### src/rtl/uart_tx_fifo.sv
// 8N1 UART transmitter, LSB first, fed by a small byte FIFO.
// The bit period is max(div,1) clock cycles and is latched when each frame starts.
module uart_tx_fifo #(
    parameter int unsigned DEPTH = 4,
    parameter int unsigned DIV_W = 16
) (
    input  logic                   clock,
    input  logic                   resetb,
    input  logic [DIV_W-1:0]       div,
    input  logic                   wr_valid,
    input  logic [7:0]             wr_data,
    output logic                   wr_ready,
    output logic                   ser_tx,
    output logic                   busy,
    output logic [$clog2(DEPTH):0] level
);
    localparam int unsigned AW = $clog2(DEPTH);
    localparam int unsigned LW = AW + 1;

    typedef enum logic [1:0] {IDLE, START, DATA, STOP} state_t;

    state_t           state_q, state_d;
    logic [7:0]       mem_q [DEPTH];
    logic [AW-1:0]    wptr_q, wptr_d, rptr_q, rptr_d;
    logic [LW-1:0]    level_q, level_d;
    logic [7:0]       shift_q, shift_d;
    logic [DIV_W-1:0] period_q, period_d, timer_q, timer_d;
    logic [3:0]       bitcnt_q, bitcnt_d;
    logic             tx_q, tx_d;
    logic             push, pop, bit_end, not_empty;
    logic [DIV_W-1:0] div_eff;

    assign not_empty = level_q != '0;
    assign wr_ready  = level_q != LW'(DEPTH);
    assign push      = wr_valid && wr_ready;
    assign bit_end   = timer_q == '0;
    assign div_eff   = (div == '0) ? DIV_W'(1) : div;

    always_comb begin
        state_d  = state_q;
        shift_d  = shift_q;
        period_d = period_q;
        timer_d  = timer_q;
        bitcnt_d = bitcnt_q;
        tx_d     = tx_q;
        pop      = 1'b0;
        case (state_q)
            IDLE: begin
                tx_d = 1'b1;
                pop  = not_empty;
            end
            START: begin
                if (bit_end) begin
                    state_d = DATA;
                    tx_d    = shift_q[0];
                    timer_d = period_q - DIV_W'(1);
                end else begin
                    timer_d = timer_q - DIV_W'(1);
                end
            end
            DATA: begin
                if (bit_end) begin
                    timer_d = period_q - DIV_W'(1);
                    shift_d = {1'b0, shift_q[7:1]};
                    if (bitcnt_q == 4'd7) begin
                        state_d = STOP;
                        tx_d    = 1'b1;
                    end else begin
                        tx_d     = shift_q[1];
                        bitcnt_d = bitcnt_q + 4'd1;
                    end
                end else begin
                    timer_d = timer_q - DIV_W'(1);
                end
            end
            STOP: begin
                if (bit_end) begin
                    state_d = IDLE;
                    pop     = not_empty;
                end else begin
                    timer_d = timer_q - DIV_W'(1);
                end
            end
            default: state_d = IDLE;
        endcase
        // A pop from IDLE or at the end of STOP both launch the next frame directly.
        if (pop) begin
            state_d  = START;
            shift_d  = mem_q[rptr_q];
            period_d = div_eff;
            timer_d  = div_eff - DIV_W'(1);
            bitcnt_d = '0;
            tx_d     = 1'b0;
        end
    end

    always_comb begin
        wptr_d  = wptr_q;
        rptr_d  = rptr_q;
        level_d = level_q;
        if (push) wptr_d = wptr_q + AW'(1);
        if (pop)  rptr_d = rptr_q + AW'(1);
        if (push && !pop) level_d = level_q + LW'(1);
        else if (pop && !push) level_d = level_q - LW'(1);
    end

    always_ff @(posedge clock) begin
        if (!resetb) begin
            state_q  <= IDLE;
            wptr_q   <= '0;
            rptr_q   <= '0;
            level_q  <= '0;
            shift_q  <= '0;
            period_q <= '0;
            timer_q  <= '0;
            bitcnt_q <= '0;
            tx_q     <= 1'b1;
        end else begin
            state_q  <= state_d;
            wptr_q   <= wptr_d;
            rptr_q   <= rptr_d;
            level_q  <= level_d;
            shift_q  <= shift_d;
            period_q <= period_d;
            timer_q  <= timer_d;
            bitcnt_q <= bitcnt_d;
            tx_q     <= tx_d;
        end
    end

    always_ff @(posedge clock) begin
        if (push) mem_q[wptr_q] <= wr_data;
    end

    assign ser_tx = tx_q;
    assign busy   = (state_q != IDLE) || not_empty;
    assign level  = level_q;
endmodule

### config.mk
export PLATFORM = sky130hd
export DESIGN_NAME = uart_tx_fifo
export DESIGN_NICKNAME = d
export VERILOG_FILES = /design/src/rtl/uart_tx_fifo.sv
export SDC_FILE = /design/constraint.sdc
export NUM_CORES = 1
export LEC_CHECK = 0
export CELL_PAD_IN_SITES_DETAIL_PLACEMENT = 1
export CELL_PAD_IN_SITES_GLOBAL_PLACEMENT = 2
export CORE_MARGIN = 4
export CORE_UTILIZATION = 37
export DETAILED_ROUTE_END_ITERATION = 8
export PLACE_DENSITY_LB_ADDON = 0.1
export SYNTH_ARGS = -nofsm -noshare
export SYNTH_HDL_FRONTEND = slang
export SYNTH_SLANG_ARGS = --single-unit
### constraint.sdc
create_clock -name clock -period 3.5 [get_ports clock]
set_input_delay 0.35 -clock clock [delete_from_list [all_inputs] [get_ports clock]]
set_output_delay 0.35 -clock clock [all_outputs]
set_load 0.03 [all_outputs]
==> results of run 1 <==
## layout by cell type (no fill, tap or decap), types with 7 or more instances in the layout
cell / n
nand2_1: 74
dfxtp_1: 56
nor2_1: 45
clkdlybuf4s50_1: 32
edfxtp_1: 32
a21oi_1: 31
xor2_1: 28
o21ai_0: 17
ha_1: 15
inv_1: 14
buf_4: 14
nor3_1: 12
xnor2_1: 12
nor4_1: 10
or4_1: 10
nand3_1: 9
clkbuf_16: 9
mux4_2: 8
or3_1: 7
o211ai_1: 7
## final timing paths
kind	startpoint	endpoint	slack, ns	depth (start not counted)
setup / recovery	timer_q[0]$_SDFFE_PN0P_	level[2]$_SDFFE_PN0P_	0.48	12
hold / removal	ser_tx$_SDFFE_PN1P_	ser_tx$_SDFFE_PN1P_	0.48	2
hold reg to reg	ser_tx$_SDFFE_PN1P_	ser_tx$_SDFFE_PN1P_	0.48	2
setup reg to reg	timer_q[0]$_SDFFE_PN0P_	level[2]$_SDFFE_PN0P_	0.48	12
## worst reg2reg max path, stage by stage, from the launching register on
cell and delay, ns:
dfxtp_1 0.45, inv_1 0.07, ha_1 0.26, nor4b_1 0.18, and4_1 0.33, a31o_2 0.29
inv_1 0.14, ha_1 0.21, inv_1 0.06, fa_1 0.38, xor2_1 0.16, or3_1 0.30
a21oi_1 0.13
## report_power, final
part / internal (mW) / total [mW] / switching, mW
logic: 0.957 / 2.46 / 1.50
registers: 1.30 / 1.57 / 0.263
clock network: 0.491 / 0.914 / 0.423
total: 2.75 / 4.94 / 2.19
## stage by stage
| step | util [%] | worst slack [ns] |
|---|---|---|
| 6_report | 44.8 | 0.483 |
| 3_3_place_gp | 42.5 | 0.266 |
| 2_1_floorplan | - | 0.307 |
| 3_5_place_dp | 42.5 | 0.190 |
| 5_1_grt | 44.8 | 0.229 |
| 4_1_cts | 44.8 | 0.494 |
## metal layers
metal  up-vias  part of all wire (%)  global-route usage [%]
met5         -                     0                       0
met4         0                   1.2                    5.00
met1      1820                    51                    27.0
met2        49                    45                    28.2
met3        12                   2.9                    3.80
li1       1828                     -                       -
## area by class of cell
class | count | share of cell area (%)
Clock buffer | 10 | 4.24
Timing Repair Buffer | 46 | 7.88
Clock inverter | 6 | 0.904
Inverter | 14 | 0.973
Tap cell | 168 | 3.89
Multi-Input combinational cell | 357 | 43.5
Sequential cell | 88 | 38.6
## cell families (layout without fill, tap and decap cells)
logic type / count (synthesis) / in the layout / share of synthesized area (%)
AOI/OAI and AO/OA: 100 / 100 / 14.3
xor gates and xnor gates: 40 / 40 / 7.65
adders and majority gates: 16 / 16 / 4.54
buffers and inverters: 37 / 76 / 3.20
DFF: 88 / 88 / 45.5
muxes: 12 / 12 / 4.81
and+or+nand+nor: 189 / 189 / 20.0
## state kept, by name, summed over array words and instances, names as in the netlist, named ones only
| register | cells |
|---|---|
| period_q | 16 |
| timer_q | 16 |
| mem_q | 32 |
| state_q | 2 |
| ser_tx | 1 |
| shift_q | 8 |
| bitcnt_q | 4 |
| rptr_q | 2 |
| level | 3 |
| wptr_q | 2 |
==> run_results.csv, run 1 <==
group,metric,value,unit
logic_synthesis,yosysUniqueCellTypes,57,
setup_path,crit_chain,"inv_1, ha_1, nor4b_1, and4_1, a31o_2, inv_1, ha_1, inv_1, fa_1, xor2_1, or3_1, a21oi_1",
logic_synthesis,yosys.area.top_type,"dfxtp_1",
route,first_pass_iters,4,
logic_synthesis,ys_seq_area_share,45.5,%
route,vias_per_cell,5.38,
floorplanning,core-area,0.0121,mm²
min_path,hold_path_class,"register to register",
sta,hold_slack,0.480,ns
global_routing,grt_first_pass_wirelength,20.9,mm
logic_synthesis,synth_edf_count,32,
setup_path,end_kind,"register",
sta,max_slew_margin,50.3,%
cts,cts.sinks,88,
logic_synthesis,yosys.area.top_type_share,24.5,%
cells_and_area,final_cells,689,
setup_path,slowest_stage,"dfxtp_1",
sta,finalSetupViolCount,0,
route,vias,3709,
job,cap_violations,0,
cells_and_area,diodes,0,
floorplanning,die_w,119,µm
status,run_status,"finished clean",
sta,tns,0,ns
floorplanning,initial_core_util,38.0,%
cts,cts_hold_buf,0,
route,drt.antenna.violating_nets,0,
sta,fmax,331,MHz
logic_synthesis,syn_nets,525,
cts,worstSkewPairLatency,0.35,ns
placed_design,gp_congestion,0.807,
placed_design,dp.cells,673,
placed_design,hpwl,9.23,mm
cts,numCtsBuffers,9,
global_routing,grt_overflow,0,
sta,drv_slew,0,
logic_synthesis,synth_seq_cells,88,
sta,fin_skew,0.00978,ns
logic_synthesis,netlist_instances,482,
global_routing,grt_max_degree,43,
cells_and_area,nets,559,
logic_synthesis,synth_flop_cell,"dfxtp_1",
setup_path,startpoint_type,"register",
setup_path,crit_buf_inv,3,
cts,post_cts_resized,0,
floorplanning,io_pins,33,
cts,post_cts_buffers,0,
cts,h-tree-depth,3,
placed_design,port_buffers,32,
logic_synthesis,syn-cell-area,0.00458,mm²
route,drt_iter0_drc,167,
global_routing,antenna_found_initial,0,
global_routing,grtUsageTotal,18.6,%
route,wirelength,12.6,mm
setup_path,critical_path_peak_fanout,9,
cells_and_area,nFillCells,1395,
route,wl_per_cell,18.4,µm
global_routing,grt_pass1_vias,3858,
pwr,peakVddDrop,0.000471,V
sta,min_period,3.02,ns
setup_path,path_delay_family,"adder cells",
cells_and_area,drive_gt1_share,8.45,%
setup_path,path_class,"register to register",
cells_and_area,final_area,0.00540,mm²
floorplanning,die_y,119,µm
cts,cts_root_buf,"clkbuf_16",
logic_synthesis,yosys_warnings,0,
pwr,p_leak,1.98,nW
cells_and_area,multiInputGateArea,0.00235,mm²
cts,clkTransAtPathRegs,0.07,ns
cells_and_area,syn2layout_area_growth,17.9,%
pwr,power,4.94,mW
sta,tightest_slew,0.739,ns
cells_and_area,ff_latch_area,0.00208,mm²
placed_design,place_area,0.00512,mm²
setup_path,cpMostUsedCell,"inv_1",
cts,clockBufferDepth,2,
pwr,p_per_area,914,mW/mm²
floorplanning,die_area,0.0142,mm²
sta,rsz0062_at_grt,"no",
sta,fin_crit_sh,86.2,%
setup_path,arrival,3.30,ns
setup_path,cp_slowest_stage_delay,0.45,ns
setup_path,crit_required,3.78,ns
logic_synthesis,yosys-top-cells-area,"dfxtp_1, edfxtp_1, nand2_1, xor2_1, ha_1",
route,drc,0,
logic_synthesis,synth_commonest_cells,"nand2_1, dfxtp_1, nor2_1",
sta,hold_viol,0,
cts,cts_tree,"yes",
floorplanning,row_count,40,
logic_synthesis,yosysMostFrequentCell,"nand2_1",
logic_synthesis,synthArstFlopShare,0,%
logic_synthesis,postSynthAreaPerCell,9.50,µm²
No activity file was read; power rests on OpenSTA's default activity.
==> run 2: changes to the inputs <==
--- a/config.mk
+++ b/config.mk
@@ -8,9 +8,9 @@
 export CELL_PAD_IN_SITES_DETAIL_PLACEMENT = 1
 export CELL_PAD_IN_SITES_GLOBAL_PLACEMENT = 2
 export CORE_MARGIN = 4
-export CORE_UTILIZATION = 37
+export CORE_UTILIZATION = 40
 export DETAILED_ROUTE_END_ITERATION = 8
-export PLACE_DENSITY_LB_ADDON = 0.1
+export PLACE_DENSITY = 0.91
 export SYNTH_ARGS = -nofsm -noshare
 export SYNTH_HDL_FRONTEND = slang
 export SYNTH_SLANG_ARGS = --single-unit
==> constraint.sdc (replaced) <==
create_clock -name clock -period 3.55 [get_ports clock]
set_input_delay 0.355 -clock clock [delete_from_list [all_inputs] [get_ports clock]]
set_output_delay 0.355 -clock clock [all_outputs]
set_load 0.03 [all_outputs]
==> run 2 against run 1 <==
- maximum frequency down 0.57%
- non-clock buffer count down 2
- first-iteration DRC count up 33%
- total power shrank 1.5%
- via count rose by 2.8%
- register-to-register slack improved by 0.03 ns
- sequential power barely moved
- global-route usage increased by 2.0 points
- critical endpoint unchanged
==> run_results.csv, run 2 (synthesized netlist as in run 1, its figures left out) <==
group,metric,value,unit
route,drt.antenna.violating_nets,0,
sta,min_period,3.03,ns
floorplanning,die_y,115,µm
cts,worstSkewPairLatency,0.34,ns
setup_path,rr_worst_depth,12,
setup_path,crit_required,3.82,ns
pwr,p_per_area,908,mW/mm²
pwr,clockPowerShare,18.5,%
floorplanning,io_pins,33,
cells_and_area,largest_reg_flops,32,
setup_path,cpMostUsedCell,"inv_1",
global_routing,grt_pass1_vias,4089,
pwr,combPwrFrac,49.7,%
global_routing,use_met2,34.4,%
job,cap_violations,0,
floorplanning,row_count,38,
cts,post_cts_resized,0,
global_routing,grt_overflow,0,
cts,cts_root_buf,"clkbuf_16",
route,first_pass_iters,4,
cells_and_area,final_cell_mix,"nand2_1, dfxtp_1, nor2_1",
cts,numCtsBuffers,9,
sta,hold_slack,0.478,ns
sta,fmax,330,MHz
cts,clockBufferDepth,2,
route,vias_per_cell,5.79,
setup_path,arrival,3.31,ns
pwr,p_seq_share,31.8,%
route,drt_iter0_drc,222,
placed_design,dp.cells,643,
cells_and_area,top_register,"mem_q",
placed_design,gp_congestion,0.800,
setup_path,crit_chain,"inv_1, ha_1, nor4b_1, and4_1, a31o_2, inv_1, ha_1, inv_1, fa_1, xor2_1, or3_1, a21oi_1",
setup_path,cp_slowest_stage_delay,0.43,ns
route,vias,3813,
sta,drv_slew,0,
cts,h-tree-depth,3,
setup_path,path_class,"register to register",
setup_path,r2r-start,"timer_q[0]$_SDFFE_PN0P_",
sta,setup_slack,0.516,ns
pwr,peakVddDrop,0.000474,V
setup_path,slowest_stage,"dfxtp_1",
placed_design,hpwl,9.51,mm
sta,finalSetupViolCount,0,
cts,cts_tree,"yes",
floorplanning,initial_core_util,41.5,%
placed_design,pre_cts_ws,0.182,ns
placed_design,port_buffers,32,
cells_and_area,final_common_cell,"nand2_1",
global_routing,grt_first_pass_wirelength,21.3,mm
global_routing,grt_max_degree,43,
min_path,hold_depth,2,
global_routing,grtUsageMet3,2.89,%
sta,fin_crit_sh,85.5,%
min_path,hold_end,"period_q[15]$_SDFFE_PN0P_",
pwr,p_int,2.70,mW
sta,hold_viol,0,
sta,tightest_slew,0.785,ns
status,run_status,"finished clean",
floorplanning,die_w,115,µm
cells_and_area,final_cells,659,
setup_path,critical_path_peak_fanout,9,
sta,tns,0,ns
route,wl_per_cell,19.8,µm
setup_path,r2r-end,"level[2]$_SDFFE_PN0P_",
global_routing,grtUsageTotal,20.6,%
floorplanning,core-area,0.0110,mm²
sta,max_slew_margin,47.5,%
cells_and_area,syn2layout_area_growth,16.9,%
min_path,hold_path_class,"register to register",
cts,cts_hold_buf,0,
pwr,p_switching,2.16,mW
global_routing,antenna_found_initial,0,
sta,fin_skew,0.00656,ns
pwr,sw_frac_of_total,44.4,%
cts,clkTransAtPathRegs,0.06,ns
floorplanning,die_area,0.0132,mm²
cts,post_cts_buffers,0,
route,wirelength,13.0,mm
sta,rsz0062_at_grt,"no",
route,drc,0,
cells_and_area,drive_gt1_share,8.09,%
global_routing,grtUsageMet1,27.1,%
global_routing,busiest_layer,"met2",
setup_path,startpoint_type,"register",
cells_and_area,reg_top3,"mem_q: 32 flops, period_q: 16 flops, timer_q: 16 flops",
min_path,hp-start,"period_q[15]$_SDFFE_PN0P_",
cells_and_area,diodes,0,
cells_and_area,nets,557,
pwr,p_leak,1.96,nW
setup_path,end_kind,"register",
setup_path,rrSetupSlack,0.52,ns
cts,cts.sinks,88,
pwr,power,4.86,mW
==> run 2: cell types whose count changed in the layout (fill, tap and decap cells not counted), sizes merged <==
cell      delta
clkinv       +1
clkbuf       -1
clkinvlp     +2
inv          -2
buf          -2
==> run 2: final cells by class <==
class	count	area, µm²
clock inverter	7	55.1
fill	1287	5680
clock buffer	9	225
multi-input combinational	357	2350
tap	140	175
timing repair buffer	44	410
inverter	14	52.6
sequential	88	2080
==> run 2: through the flow <==
stage / area (µm²) / utilization (%)
3_5_place_dp: 5070 / 46.0
6_report: 5350 / 48.5
5_1_grt: 5350 / 48.5
2_1_floorplan: 4580 / -
4_1_cts: 5350 / 48.5
3_3_place_gp: 5070 / 46.0
==> run 2: power groups by stage <==
stage	Clock (mW)	Combinational (mW)	Sequential, mW
floorplan	0	1.73	1.49
global placement	0	2.29	1.55
detailed placement	0	2.38	1.57
CTS	0.916	2.41	1.55
global route	0.958	2.68	1.58
finish	0.899	2.41	1.55
==> run 2: worst max-delay path by stage <==
stage,startpoint,to,slack (ns)
final,timer_q[0]$_SDFFE_PN0P_,level[2]$_SDFFE_PN0P_,0.52
after global routing,div[10],timer_q[14]$_SDFFE_PN0P_,0.28
after CTS,div[10],timer_q[12]$_SDFFE_PN0P_,0.53
after detailed placement,div[10],timer_q[12]$_SDFFE_PN0P_,0.18
after global placement,div[10],timer_q[14]$_SDFFE_PN0P_,0.30
after floorplan,timer_q[0]$_SDFFE_PN0P_,level[2]$_SDFFE_PN0P_,0.36
==> run 2: layer usage <==
metal	vias up	wire, µm	part of all wire, %
met5	-	0	0
met1	1886	5840	45
met2	83	6490	50
met4	0	259	2.0
li1	1823	-	-
met3	21	438	3.4
==> run 2: critical path: cells and delay by family (launching register included) <==
family	cells	cell delay (ns)
adder cells (fa/ha/maj)	3	0.86
XOR/XNOR	1	0.16
AND/OR/NAND/NOR	3	0.82
flip-flops	1	0.43
AO/OA/AOI/OAI	2	0.43
buffers and inverters	3	0.27
